### src/rtl/fetch_unit.sv
// Fetch stage: owns the fetch PC, reads instruction memory combinationally and queues
// {pc, instr} pairs in a small FIFO. Optional misaligned-redirect trap: FETCH_MISALIGN_CHK_EN.
module fetch_unit #(
   parameter logic [31:0] RESET_PC = 32'h0000_0000,
   parameter int          DEPTH    = 2
) (
   input  logic        clk,
   input  logic        rst_n,
   output logic [31:0] imem_addr,
   input  logic [31:0] imem_rdata,
   input  logic        redirect_valid,
   input  logic [31:0] redirect_pc,
   output logic        out_valid,
   input  logic        out_ready,
   output logic [31:0] out_instr,
   output logic [31:0] out_pc,
   output logic        misalign_err
);

   localparam int PTR_W = (DEPTH > 1) ? $clog2(DEPTH) : 1;
   localparam int CNT_W = PTR_W + 1;
   localparam logic [CNT_W-1:0] DEPTH_C = CNT_W'(DEPTH);

   localparam logic [1:0] OCC_EMPTY   = 2'd0;
   localparam logic [1:0] OCC_PARTIAL = 2'd1;
   localparam logic [1:0] OCC_FULL    = 2'd2;

   logic [31:0]      fetch_pc;
   logic [CNT_W-1:0] count;
   logic [PTR_W-1:0] rd_ptr;
   logic [PTR_W-1:0] wr_ptr;
   logic [31:0]      pc_q    [DEPTH];
   logic [31:0]      instr_q [DEPTH];
   logic [1:0]       occ;
   logic             halted;
   logic             misaligned;
   logic             push;
   logic             pop;
   logic [31:0]      redirect_target;

   assign redirect_target = {redirect_pc[31:2], 2'b00};

`ifdef FETCH_MISALIGN_CHK_EN
   assign misaligned = redirect_valid && (redirect_pc[1:0] != 2'b00);

   // Once a misaligned target is seen the fetch stream stays frozen until reset.
   always_ff @(posedge clk or negedge rst_n) begin
      if (!rst_n) begin
         halted       <= 1'b0;
         misalign_err <= 1'b0;
      end else if (misaligned) begin
         halted       <= 1'b1;
         misalign_err <= 1'b1;
      end
   end
`else
   logic unused_lsbs;

   assign unused_lsbs  = ^redirect_pc[1:0];
   assign misaligned   = 1'b0;
   assign halted       = 1'b0;
   assign misalign_err = 1'b0;
`endif

   always_comb begin
      occ = OCC_PARTIAL;
      if (count == '0) begin
         occ = OCC_EMPTY;
      end else if (count == DEPTH_C) begin
         occ = OCC_FULL;
      end
   end

   // Fullness is judged before any same-cycle pop, so FULL+pop leaves a bubble slot.
   assign push = !redirect_valid && (occ != OCC_FULL) && !halted;
   assign pop  = out_valid && out_ready && !redirect_valid;

   assign imem_addr = fetch_pc;
   assign out_valid = (occ != OCC_EMPTY);
   assign out_instr = instr_q[rd_ptr];
   assign out_pc    = pc_q[rd_ptr];

   always_ff @(posedge clk or negedge rst_n) begin
      if (!rst_n) begin
         fetch_pc <= RESET_PC;
         count    <= '0;
         rd_ptr   <= '0;
         wr_ptr   <= '0;
      end else if (redirect_valid) begin
         count  <= '0;
         rd_ptr <= '0;
         wr_ptr <= '0;
         if (!misaligned) begin
            fetch_pc <= redirect_target;
         end
      end else begin
         if (push) begin
            fetch_pc <= fetch_pc + 32'd4;
            wr_ptr   <= wr_ptr + PTR_W'(1);
         end
         if (pop) begin
            rd_ptr <= rd_ptr + PTR_W'(1);
         end
         case ({push, pop})
            2'b10:   count <= count + CNT_W'(1);
            2'b01:   count <= count - CNT_W'(1);
            default: count <= count;
         endcase
      end
   end

   always_ff @(posedge clk or negedge rst_n) begin
      if (!rst_n) begin
         for (int i = 0; i < DEPTH; i++) begin
            pc_q[i]    <= '0;
            instr_q[i] <= '0;
         end
      end else if (push) begin
         pc_q[wr_ptr]    <= fetch_pc;
         instr_q[wr_ptr] <= imem_rdata;
      end
   end

endmodule

### config.mk
export PLATFORM = sky130hd
export DESIGN_NAME = fetch_unit
export DESIGN_NICKNAME = d
export VERILOG_FILES = /design/src/rtl/fetch_unit.sv
export SDC_FILE = /design/constraint.sdc
export NUM_CORES = 1
export LEC_CHECK = 0
export CAP_MARGIN = 40
export CELL_PAD_IN_SITES_DETAIL_PLACEMENT = 0
export CELL_PAD_IN_SITES_GLOBAL_PLACEMENT = 1
export CORE_MARGIN = 8
export CORE_UTILIZATION = 44
export DETAILED_ROUTE_END_ITERATION = 7
export GPL_TIMING_DRIVEN = 0
export PLACE_DENSITY_LB_ADDON = 0.1
export SYNTH_ARGS = -nofsm -noshare
export SYNTH_HDL_FRONTEND = slang
export SYNTH_SLANG_ARGS = --single-unit
### constraint.sdc
create_clock -name clk -period 4.7 [get_ports clk]
set_clock_uncertainty 0.2 [all_clocks]
set_input_delay 1.41 -clock clk [delete_from_list [all_inputs] [get_ports clk]]
set_output_delay 1.41 -clock clk [all_outputs]
set_load 0.1 [all_outputs]
==> run summary, run 1 <==
status -> finished clean
Max-Cap Viols -> 0
DR WL/cell -> 18.4 µm
WHS -> 0.285 ns
Max stage delay on crit path -> 0.64 ns
VDD IR max -> 0.330 mV
Area Growth Syn to Fin -> 58.2%
Die Wd -> 144 µm
Bufs on Longest Clock Path -> 2
Tmin final -> 4.55 ns
count of cell types in the netlist -> 44
GRT met2 Usage -> 33.9%
crit path cell chain -> clkbuf_1 > buf_1 > mux2_2 > clkdlybuf4s50_1 > buf_8
Avg Vias per Cell -> 5.02
drt total wl -> 19400 µm
H-tree levels -> 4
die area -> 20900 µm²
die span in y -> 144 µm
row cnt -> 47
Most Used Layer, Global Route -> met2
Post-CTS Setup Inserts -> 0
Syn Area/Cell -> 13.2 µm²
port bufs -> 157
top cell type's share of synthesized area -> 54.5%
Hold Fails Final Rpt -> 0
Setup WS pre-CTS -> 0.599 ns
Post-synth EDFFs -> 0
crit path DAT -> 2.94 ns
post-route ant nets -> 0
Pwr Density -> 580 nW/µm²
Layout Nets -> 892
synthesized area -> 7260 µm²
commonest cells in the netlist -> mux2_2 (179), dfrtp_1 (158), nand2_1 (41)
RSZ-0062 raised after global routing -> false
GR Util met1 -> 23.8%
IO Pins -> 166
static leakage -> 4.80 nW
HP Start -> instr_q[49]$_DFFE_PN0P_
Fmax -> 220 MHz
r2r worst-path depth -> 6
largest area contributor in the netlist -> dfrtp_1
Main synth FF type -> dfrtp_1
Hold EP -> instr_q[49]$_DFFE_PN0P_
largest net degree at the start of global routing -> 82
CP Capture Type -> output pin
vias in the first global route -> 5910
GRT overflow -> 0
CTS buffer count -> 17
Final HPWL DP -> 14400 µm
vias -> 5300
Setup-failing EPs final -> 0
Worst slew margin -> 49.2%
Critical-path top delay cell -> buf_1
# hold bufs at CTS -> 0
Antenna diodes -> 0
sequential-to-total area share from yosys stat -> 54.5%
core area -> 16300 µm²
ys async rst share -> 100%
Starting Density -> 44.4%
reg2reg start -> imem_addr[2]$_DFFE_PN0N_
Min-Delay Path Depth -> 1
CTS tree -> yes
Slew Limit Fails -> 0
actual slew at the worst max-slew pin -> 0.762 ns
Synth Register Bits -> 158
worst min path class -> flip-flop to flip-flop
Critical Path Start Type -> flip-flop
CTS resizes -> 0
Worst Path Required -> 3.09 ns
Worst-path clk slew -> 0.06 ns
First DRT Iteration DRCs -> 230
initial antenna violation count -> 0
gpl congestion -> 0.785
top post-synthesis cells by area -> dfrtp_1 (54%), mux2_2 (28%), xor2_1 (2.2%)
Syn Inst Count -> 549
Setup CP Type -> flip-flop to output pin
Ys Warns -> 0
Final WS setup -> 0.155 ns
drt first pass iters -> 4
CTS Root Cell -> clkbuf_16
GR Layer Usage met3 -> 3.90%
worst skew pair latency -> 0.41 ns
share of cells above drive strength 1 -> 40.4%
clock sink count -> 158
DR DRC count -> 0
reg2reg setup slack -> 2.30 ns
fin crit share -> 96.7%
most frequent cell after synthesis -> mux2_2
Max FO, Critical Path -> 10
GRT Util Overall -> 19.4%
first-pass GRT wire length -> 31200 µm
critical register-to-register path endpoint -> imem_addr[26]$_DFFE_PN0N_
==> cells by family after synthesis <==
family | share of synthesized area (%)
AO/OA/AOI/OAI | 2.41
XOR/XNOR | 3.38
adder cells (fa/ha/maj) | 0.172
buffers and inverters | 2.38
flip-flops | 54.5
multiplexers | 29.3
other | 0.0516
AND/OR/NAND/NOR | 7.86
==> layer usage <==
layer / vias to the layer above / share of wire [%]
met3: 16 / 4.0
met5: - / 0
met4: 0 / 1.2
met2: 120 / 52
li1: 2489 / -
met1: 2675 / 43
==> how the worst max path moves through the flow <==
stage                       start                    to  depth (start not counted)
6_report       rd_ptr$_DFFE_PN0P_             out_pc[7]                          5
4_1_cts        rd_ptr$_DFFE_PN0P_            out_pc[19]                          5
5_1_grt        rd_ptr$_DFFE_PN0P_             out_pc[7]                          5
3_5_place_dp   rd_ptr$_DFFE_PN0P_            out_pc[30]                          5
3_3_place_gp                rst_n  pc_q[40]$_DFFE_PN0P_                          1
2_1_floorplan  rd_ptr$_DFFE_PN0P_            out_pc[22]                          3
==> final cells by class <==
type	instances	area [µm²]
fill	1150	4860
sequential	158	3950
timing repair buffer	251	3270
multi-input combinational	360	3150
clock buffer	20	447
tap	220	275
clock inverter	11	214
buffer	32	161
inverter	3	11.3
==> worst max-delay path: cells and delay by family, from the launching register on <==
family                 cells  cell delay, ns
DFF                        1            0.33
muxes                      1            0.42
buffers and inverters      4            1.77
==> report_power, final <==
part	total (mW)	leakage [nW]	internal [mW]	switching, mW
clock network	1.54	0.316	1.01	0.530
logic	3.24	2.60	1.34	1.90
registers	1.88	1.89	1.68	0.196
total	6.66	4.80	4.03	2.63
==> flip-flops by register name (all words and copies together), names as in the netlist <==
signal and flops:
count 2, imem_addr 30, pc_q 60, rd_ptr 1
instr_q 64, wr_ptr 1
==> cells in the final DEF (no fill, tap or decap), drive strengths merged <==
cell type      count
mux2             188
ha                 1
nor4               3
and3               2
mux2i              1
inv                3
or4                2
bufinv             6
o21ai             28
xor2              18
nor3b              1
clkbuf            30
nor3               8
nand4             12
a211oi             1
nand3b             1
clkdlybuf4s50    156
nand2b             1
clkinvlp           2
clkinv             3
a21oi              1
buf              117
nand3             13
nand2             41
nor2b              2
or2                1
nor4b              1
conb               5
a31oi              3
dfrtp            158
or3                4
xnor2             10
nor2              12
==> per-stage QoR <==
stage,power [mW],cell area (µm²),setup TNS [ns],cells,util (%)
after CTS,6.72,11500,0,1055,70.2
after global placement,4.38,9120,-663.48,930,55.8
after global routing,6.92,11500,0,1055,70.2
after floorplan,3.85,7280,0,553,-
final,6.66,11500,0,1055,70.2
after detailed placement,5.17,10800,0,1024,66.2
No activity file was read; power rests on OpenSTA's default activity.
==> run 2: changes to the inputs <==
--- a/config.mk
+++ b/config.mk
@@ -5,11 +5,12 @@
 export SDC_FILE = /design/constraint.sdc
 export NUM_CORES = 1
 export LEC_CHECK = 0
+export ABC_AREA = 1
 export CAP_MARGIN = 40
 export CELL_PAD_IN_SITES_DETAIL_PLACEMENT = 0
 export CELL_PAD_IN_SITES_GLOBAL_PLACEMENT = 1
 export CORE_MARGIN = 8
-export CORE_UTILIZATION = 44
+export CORE_UTILIZATION = 40
 export DETAILED_ROUTE_END_ITERATION = 7
 export GPL_TIMING_DRIVEN = 0
 export PLACE_DENSITY_LB_ADDON = 0.1
==> run 2 against run 1 <==
Against the previous run: final cell count grew 46%; sequential cell count stayed put; sequential power fell by 4%; worst setup slack gained 0.26 ns; via count rose by 39%; largest cell class unchanged; largest power group unchanged.
==> run summary, run 2 <==
Area Growth Syn to Fin -> 53.8%
Bufs on Longest Clock Path -> 2 (unchanged)
Fmax -> 234 MHz (+6.1%)
die area -> 24000 µm² (+15%)
status -> finished clean
reg2reg setup slack -> 2.84 ns (+0.54 ns)
Final WS setup -> 0.418 ns (+0.263 ns)
sequential-to-total area share from yosys stat -> 51.3% (-3.1 points)
Layout Nets -> 1338 (+50%)
H-tree levels -> 4 (unchanged)
share of cells above drive strength 1 -> 14.4% (-26 points)
Tmin final -> 4.28 ns (-0.263 ns)
Most Used Layer, Global Route -> met2
most frequent cell after synthesis -> nand2_1
DP Cell Count -> 1510 (+47%)
Die Wd -> 155 µm (+7.1%)
highest-count cells in the layout ignoring fill and taps -> nand2_1 (426), dfrtp_1 (158), clkdlybuf4s50_1 (157), o21ai_0 (128), buf_8 (80)
Post-DP Area -> 11200 µm² (+3.8%)
Post-synth EDFFs -> 0 (unchanged)
Worst-path clk slew -> 0.06 ns (about the same)
Pwr Density -> 499 nW/µm² (-14%)
Main synth FF type -> dfrtp_1
crit path DAT -> 2.67 ns (-0.27 ns)
Avg Vias per Cell -> 4.76 (-5.2%)
Antenna diodes -> 0 (unchanged)
synthesized area -> 7700 µm² (+6.1%)
Slew Limit Fails -> 0 (unchanged)
worst skew pair latency -> 0.43 ns (+0.02 ns)
CTS tree -> yes
VDD IR max -> 0.271 mV (-18%)
drt first pass iters -> 4 (unchanged)
WHS -> 0.281 ns (-0.00397 ns)
vias -> 7343 (+39%)
CTS buffer count -> 17 (unchanged)
Setup WS pre-CTS -> 0.837 ns (+0.238 ns)
CTS resizes -> 0 (unchanged)
first-pass GRT wire length -> 38800 µm (+24%)
Setup-failing EPs final -> 0 (unchanged)
Hold Fails Final Rpt -> 0 (unchanged)
reg2reg start -> imem_addr[3]$_DFFE_PN0N_
commonest cells in the netlist -> nand2_1 (426), dfrtp_1 (158), o21ai_0 (128)
commonest non-fill, non-tap cell in the layout -> nand2_1
top post-synthesis cells by area -> dfrtp_1 (51%), nand2_1 (21%), o21ai_0 (8.3%)
Worst Setup SP -> rd_ptr$_DFFE_PN0P_
IO Pins -> 166 (unchanged)
row cnt -> 50 (+6.4%)
largest net degree at the start of global routing -> 90 (+9.8%)
Worst slew margin -> 53.3% (+4.1 points)
port bufs -> 158 (+0.64%)
vias in the first global route -> 7393 (+25%)
fin crit share -> 91.1% (-5.6 points)
gpl congestion -> 0.839 (+6.8%)
CTS Root Cell -> clkbuf_16
GRT met2 Usage -> 34.0% (+0.084 points)
Final HPWL DP -> 17700 µm (+22%)
Post-CTS Setup Inserts -> 0 (unchanged)
RSZ-0062 raised after global routing -> false
Max FO, Critical Path -> 10 (unchanged)
Max-Cap Viols -> 0 (unchanged)
Ys Warns -> 0 (unchanged)
GR Util met1 -> 26.3% (+2.5 points)
Syn Inst Count -> 994 (+81%)
Largest register FFs -> 64 (unchanged)
GR Layer Usage met3 -> 4.43% (+0.53 points)
CP Capture Type -> output pin
# hold bufs at CTS -> 0 (unchanged)
clock sink count -> 158 (unchanged)
drt total wl -> 23600 µm (+22%)
initial antenna violation count -> 0 (unchanged)
First DRT Iteration DRCs -> 401 (+74%)
Setup CP Type -> flip-flop to output pin
DR DRC count -> 0 (unchanged)
worst min path class -> flip-flop to flip-flop
Synth Register Bits -> 158 (unchanged)
Top reg by flops -> instr_q
Critical Path Start Type -> flip-flop
Syn Area/Cell -> 7.75 µm² (-41%)
count of cell types in the netlist -> 32 (-27%)
DR WL/cell -> 15.3 µm (-17%)
GRT Util Overall -> 20.3% (+0.90 points)
top cell type's share of synthesized area -> 51.3% (-3.1 points)
Post-Layout Inst Area -> 11800 µm² (+3.2%)
core area -> 18800 µm² (+15%)
Worst Path Required -> 3.09 ns (about the same)
HP Start -> pc_q[49]$_DFFE_PN0P_
non-filler instance count after layout -> 1542 (+46%)
GRT overflow -> 0 (unchanged)
largest area contributor in the netlist -> dfrtp_1
ys async rst share -> 100% (unchanged)
static leakage -> 5.75 nW (+20%)
Starting Density -> 40.9% (-3.5 points)
die span in y -> 155 µm (+7.1%)
post-route ant nets -> 0 (unchanged)
actual slew at the worst max-slew pin -> 0.701 ns (-0.0614 ns)
[run 2: cell count changes in the layout (fill, tap and decap cells not counted), moves of 22 or more]
cell     previous run  this run
inv_1               2        77
o21ai_0            26       128
mux2_2            179         0
nand3_1            10        40
nor2_1             11        33
nand2_1            41       426
[run 2: final timing paths]
| check | cells past startpoint | to |
|---|---|---|
| worst max-delay path | 7 | out_pc[30] |
| worst min-delay path | 2 | pc_q[49]$_DFFE_PN0P_ |
| worst min register to register | 2 | pc_q[49]$_DFFE_PN0P_ |
| min in group asynchronous | 1 | imem_addr[7]$_DFFE_PN0N_ |
| worst max register to register | 10 | imem_addr[26]$_DFFE_PN0N_ |
| max in group asynchronous | 2 | instr_q[10]$_DFFE_PN0P_ |
[run 2: per-layer routing]
metal	routed length, µm	vias to the layer above
met5	0	-
met1	10700	3460
met4	295	0
met3	1220	24
met2	11400	178
li1	-	3681
[run 2: logic make-up (layout without fill, tap and decap cells)]
logic type                 after synthesis  count (layout)  share of synthesized area, %
and+or+nand+nor                        530             530                          28.3
other                                    1               5                        0.0487
DFF                                    158             158                          51.3
buffers and inverters                  136             420                          8.33
xor gates and xnor gates                 4               4                         0.455
AOI/OAI and AO/OA                      164             164                          11.3
adders and majority gates                1               1                         0.162
[run 2: worst max-delay path: stages, from the launching register on]
cell and delay (ns):
dfrtp_1 0.35, clkbuf_1 0.23, inv_2 0.25, clkbuf_1 0.42
nand2_1 0.10, nand2_1 0.07, clkdlybuf4s50_1 0.61, buf_16 0.21
[run 2: per-stage QoR]
step / TNS, ns / util [%] / total power, mW
6_report: 0 / 62.9 / 5.91
5_1_grt: 0 / 62.9 / 6.18
2_1_floorplan: 0 / - / 3.40
3_5_place_dp: 0 / 59.6 / 4.52
4_1_cts: 0 / 62.9 / 5.96
3_3_place_gp: -714.34 / 51.1 / 3.94
[run 2: layout make-up]
| type | instances | area (µm²) |
|---|---|---|
| inverter | 84 | 315 |
| timing repair buffer | 252 | 3190 |
| clock buffer | 20 | 457 |
| sequential | 158 | 3950 |
| multi-input combinational | 704 | 3120 |
| buffer | 52 | 327 |
| clock inverter | 12 | 160 |
| fill | 1628 | 6980 |
| tap | 260 | 325 |
[run 2: where the power goes]
| part | internal [mW] | leakage (nW) | switching [mW] | total, mW |
|---|---|---|---|---|
| combinational | 0.954 | 3.49 | 1.73 | 2.68 |
| clock | 0.867 | 0.301 | 0.566 | 1.43 |
| sequential | 1.63 | 1.95 | 0.169 | 1.80 |
==> run 3: changes to the inputs <==
--- a/config.mk
+++ b/config.mk
@@ -10,7 +10,7 @@
 export CELL_PAD_IN_SITES_DETAIL_PLACEMENT = 0
 export CELL_PAD_IN_SITES_GLOBAL_PLACEMENT = 1
 export CORE_MARGIN = 8
-export CORE_UTILIZATION = 40
+export CORE_UTILIZATION = 34
 export DETAILED_ROUTE_END_ITERATION = 7
 export GPL_TIMING_DRIVEN = 0
 export PLACE_DENSITY_LB_ADDON = 0.1
==> constraint.sdc (replaced) <==
create_clock -name clk -period 3.9 [get_ports clk]
set_clock_uncertainty 0.2 [all_clocks]
set_input_delay 1.17 -clock clk [delete_from_list [all_inputs] [get_ports clk]]
set_output_delay 1.17 -clock clk [all_outputs]
set_load 0.1 [all_outputs]
==> run 3 against run 2 <==
Against the previous run: final cell count is 1.6% higher; sequential power is 21% higher; global-route usage is 2.0 points lower; clock power is 15% higher; sequential share of layout area is 0.071 points higher; critical path depth is 1 lower; die area is 16% higher; highest routed layer unchanged.
==> run summary, run 3 (synthesized netlist as in run 2, its figures left out) <==
status -> finished clean
Critical-path top delay cell -> clkdlybuf4s50_1
Worst Path Required -> 2.53 ns (-0.56 ns)
Slew Limit Fails -> 0 (unchanged)
RSZ-0062 raised after global routing -> false
DR DRC count -> 0 (unchanged)
Starting Density -> 34.3% (-6.6 points)
DP Cell Count -> 1535 (+1.7%)
drt total wl -> 24700 µm (+4.7%)
Worst slew margin -> 60.4% (+7.1 points)
Hold Fails Final Rpt -> 0 (unchanged)
r2r worst-path depth -> 10 (unchanged)
Layout Nets -> 1337 (-0.075%)
fin util -> 52.7% (-10 points)
# hold bufs at CTS -> 0 (unchanged)
Bufs on Longest Clock Path -> 2 (unchanged)
Post-CTS Setup Inserts -> 0 (unchanged)
clock sink count -> 158 (unchanged)
Final WS setup -> 0.177 ns (-0.241 ns)
gpl congestion -> 0.895 (+6.7%)
GRT overflow -> 0 (unchanged)
port bufs -> 158 (unchanged)
critical register-to-register path endpoint -> imem_addr[30]$_DFFE_PN0N_
Post-Layout Inst Area -> 11800 µm² (-0.21%)
Fin Setup TNS -> 0 ns (unchanged)
fin crit share -> 95.5%
First DRT Iteration DRCs -> 479 (+19%)
share of cells above drive strength 1 -> 15.2% (+0.79 points)
core area -> 22400 µm² (+19%)
CTS tree -> yes
CTS Root Cell -> clkbuf_16
highest-count cells in the layout ignoring fill and taps -> nand2_1 (426), dfrtp_1 (158), clkdlybuf4s50_1 (157), o21ai_0 (128), buf_8 (82)
static leakage -> 5.74 nW (-0.14%)
Pwr Density -> 594 nW/µm² (+19%)
reg2reg start -> imem_addr[3]$_DFFE_PN0N_
Setup CP Type -> flip-flop to output pin
Max stage delay on crit path -> 0.61 ns (about the same)
Max-Cap Viols -> 0 (unchanged)
Setup WS pre-CTS -> 0.223 ns (-0.614 ns)
initial antenna violation count -> 0 (unchanged)
reg2reg setup slack -> 2.00 ns (-0.84 ns)
Worst Setup SP -> rd_ptr$_DFFE_PN0P_
H-tree levels -> 4 (unchanged)
die span in y -> 167 µm (+7.6%)
IO Pins -> 166 (unchanged)
Fmax -> 269 MHz
Worst-path clk slew -> 0.06 ns (about the same)
commonest non-fill, non-tap cell in the layout -> nand2_1
Setup-failing EPs final -> 0 (unchanged)
row cnt -> 55 (+10%)
Tmin final -> 3.72 ns
actual slew at the worst max-slew pin -> 0.594 ns (-0.107 ns)
CP Buf/Inv Count -> 4 (-1)
Largest register FFs -> 64 (unchanged)
non-filler instance count after layout -> 1566 (+1.6%)
Post-DP Area -> 11200 µm² (about the same)
Area Growth Syn to Fin -> 53.5%
die area -> 27700 µm² (+16%)
largest net degree at the start of global routing -> 118 (+31%)
Antenna diodes -> 0 (unchanged)
Top reg by flops -> instr_q
crit path cell chain -> inv_4 > clkbuf_2 > nand2_1 > nand2_1 > clkdlybuf4s50_1 > buf_16
CP Depth -> 6 (-1)
crit path DAT -> 2.35 ns (-0.32 ns)
drt first pass iters -> 5 (+1)
VDD IR max -> 0.300 mV (+11%)
Worst setup endpoint -> out_pc[30]
Max FO, Critical Path -> 10 (unchanged)
cell mode on critical path -> nand2_1
post-route ant nets -> 0 (unchanged)
Die Wd -> 167 µm (+7.6%)
worst skew pair latency -> 0.42 ns (about the same)
Top delay family on crit path -> buffers and inverters
worst min path class -> flip-flop to flip-flop
Avg Vias per Cell -> 4.63 (-2.8%)
Critical Path Start Type -> flip-flop
DR WL/cell -> 15.8 µm (+3.1%)
first-pass GRT wire length -> 40800 µm (+5.2%)
vias -> 7249 (-1.3%)
Final HPWL DP -> 18300 µm (+3.3%)
CTS buffer count -> 17 (unchanged)
vias in the first global route -> 7549 (+2.1%)
CP Capture Type -> output pin
GRT Util Overall -> 18.3% (-2.0 points)
## run 3: changes by cell type in the layout (fill, tap and decap cells not counted), sizes merged
cell | previous run | this run
clkinvlp | 1 | 4
clkinv | 9 | 6
inv | 83 | 85
clkbuf | 45 | 43
bufinv | 3 | 2
## run 3: how the worst min path moves through the flow
stage / from / end / cells after the start / slack (ns)
2_1_floorplan: pc_q[30]$_DFFE_PN0P_ / pc_q[30]$_DFFE_PN0P_ / 2 / 0.25
3_3_place_gp: instr_q[56]$_DFFE_PN0P_ / instr_q[56]$_DFFE_PN0P_ / 2 / 0.26
3_5_place_dp: instr_q[50]$_DFFE_PN0P_ / instr_q[50]$_DFFE_PN0P_ / 2 / 0.27
4_1_cts: instr_q[32]$_DFFE_PN0P_ / instr_q[32]$_DFFE_PN0P_ / 2 / 0.29
5_1_grt: pc_q[48]$_DFFE_PN0P_ / pc_q[48]$_DFFE_PN0P_ / 2 / 0.30
6_report: pc_q[17]$_DFFE_PN0P_ / pc_q[17]$_DFFE_PN0P_ / 2 / 0.28
## run 3: cell type report
cell class / count / area, µm²
inverters: 84 / 318
plain buffers: 51 / 337
clock inverters: 13 / 140
fillers: 2158 / 10600
multi-input cells: 704 / 3120
flip-flops and latches: 158 / 3950
well taps: 285 / 357
clock buffers: 19 / 433
repair buffers: 252 / 3160
## run 3: power breakdown
group	internal (mW)	switching, mW	leakage, nW	total (mW)
combinational	1.14	2.08	3.51	3.22
sequential	1.96	0.209	1.95	2.17
clock	0.946	0.694	0.270	1.64
total	4.05	2.98	5.74	7.03
## run 3: per-stage QoR
stage	hold slack, ns	power (mW)
after floorplan	0.253	4.10
after global placement	0.265	4.77
after detailed placement	0.273	5.44
after CTS	0.289	7.10
after global routing	0.299	7.36
final	0.279	7.03
## run 3: what timing repair did
action,4_1_cts,5_1_grt
resized for setup,10,3
gates cloned,0,0
endpoints found under the setup margin,61,59
## run 3: tightest hold or removal path: stages, from the launching register on
cell	delay [ns]
dfrtp_1	0.34
nand2_1	0.05
o21ai_0	0.05
## run 3: layer usage
metal / vias up / track usage, % / share of wire (%)
li1: 3663 / - / -
met1: 3366 / 23.5 / 45
met2: 195 / 31.1 / 49
met3: 25 / 3.43 / 4.6
met4: 0 / 4.94 / 1.4
met5: - / 0 / 0
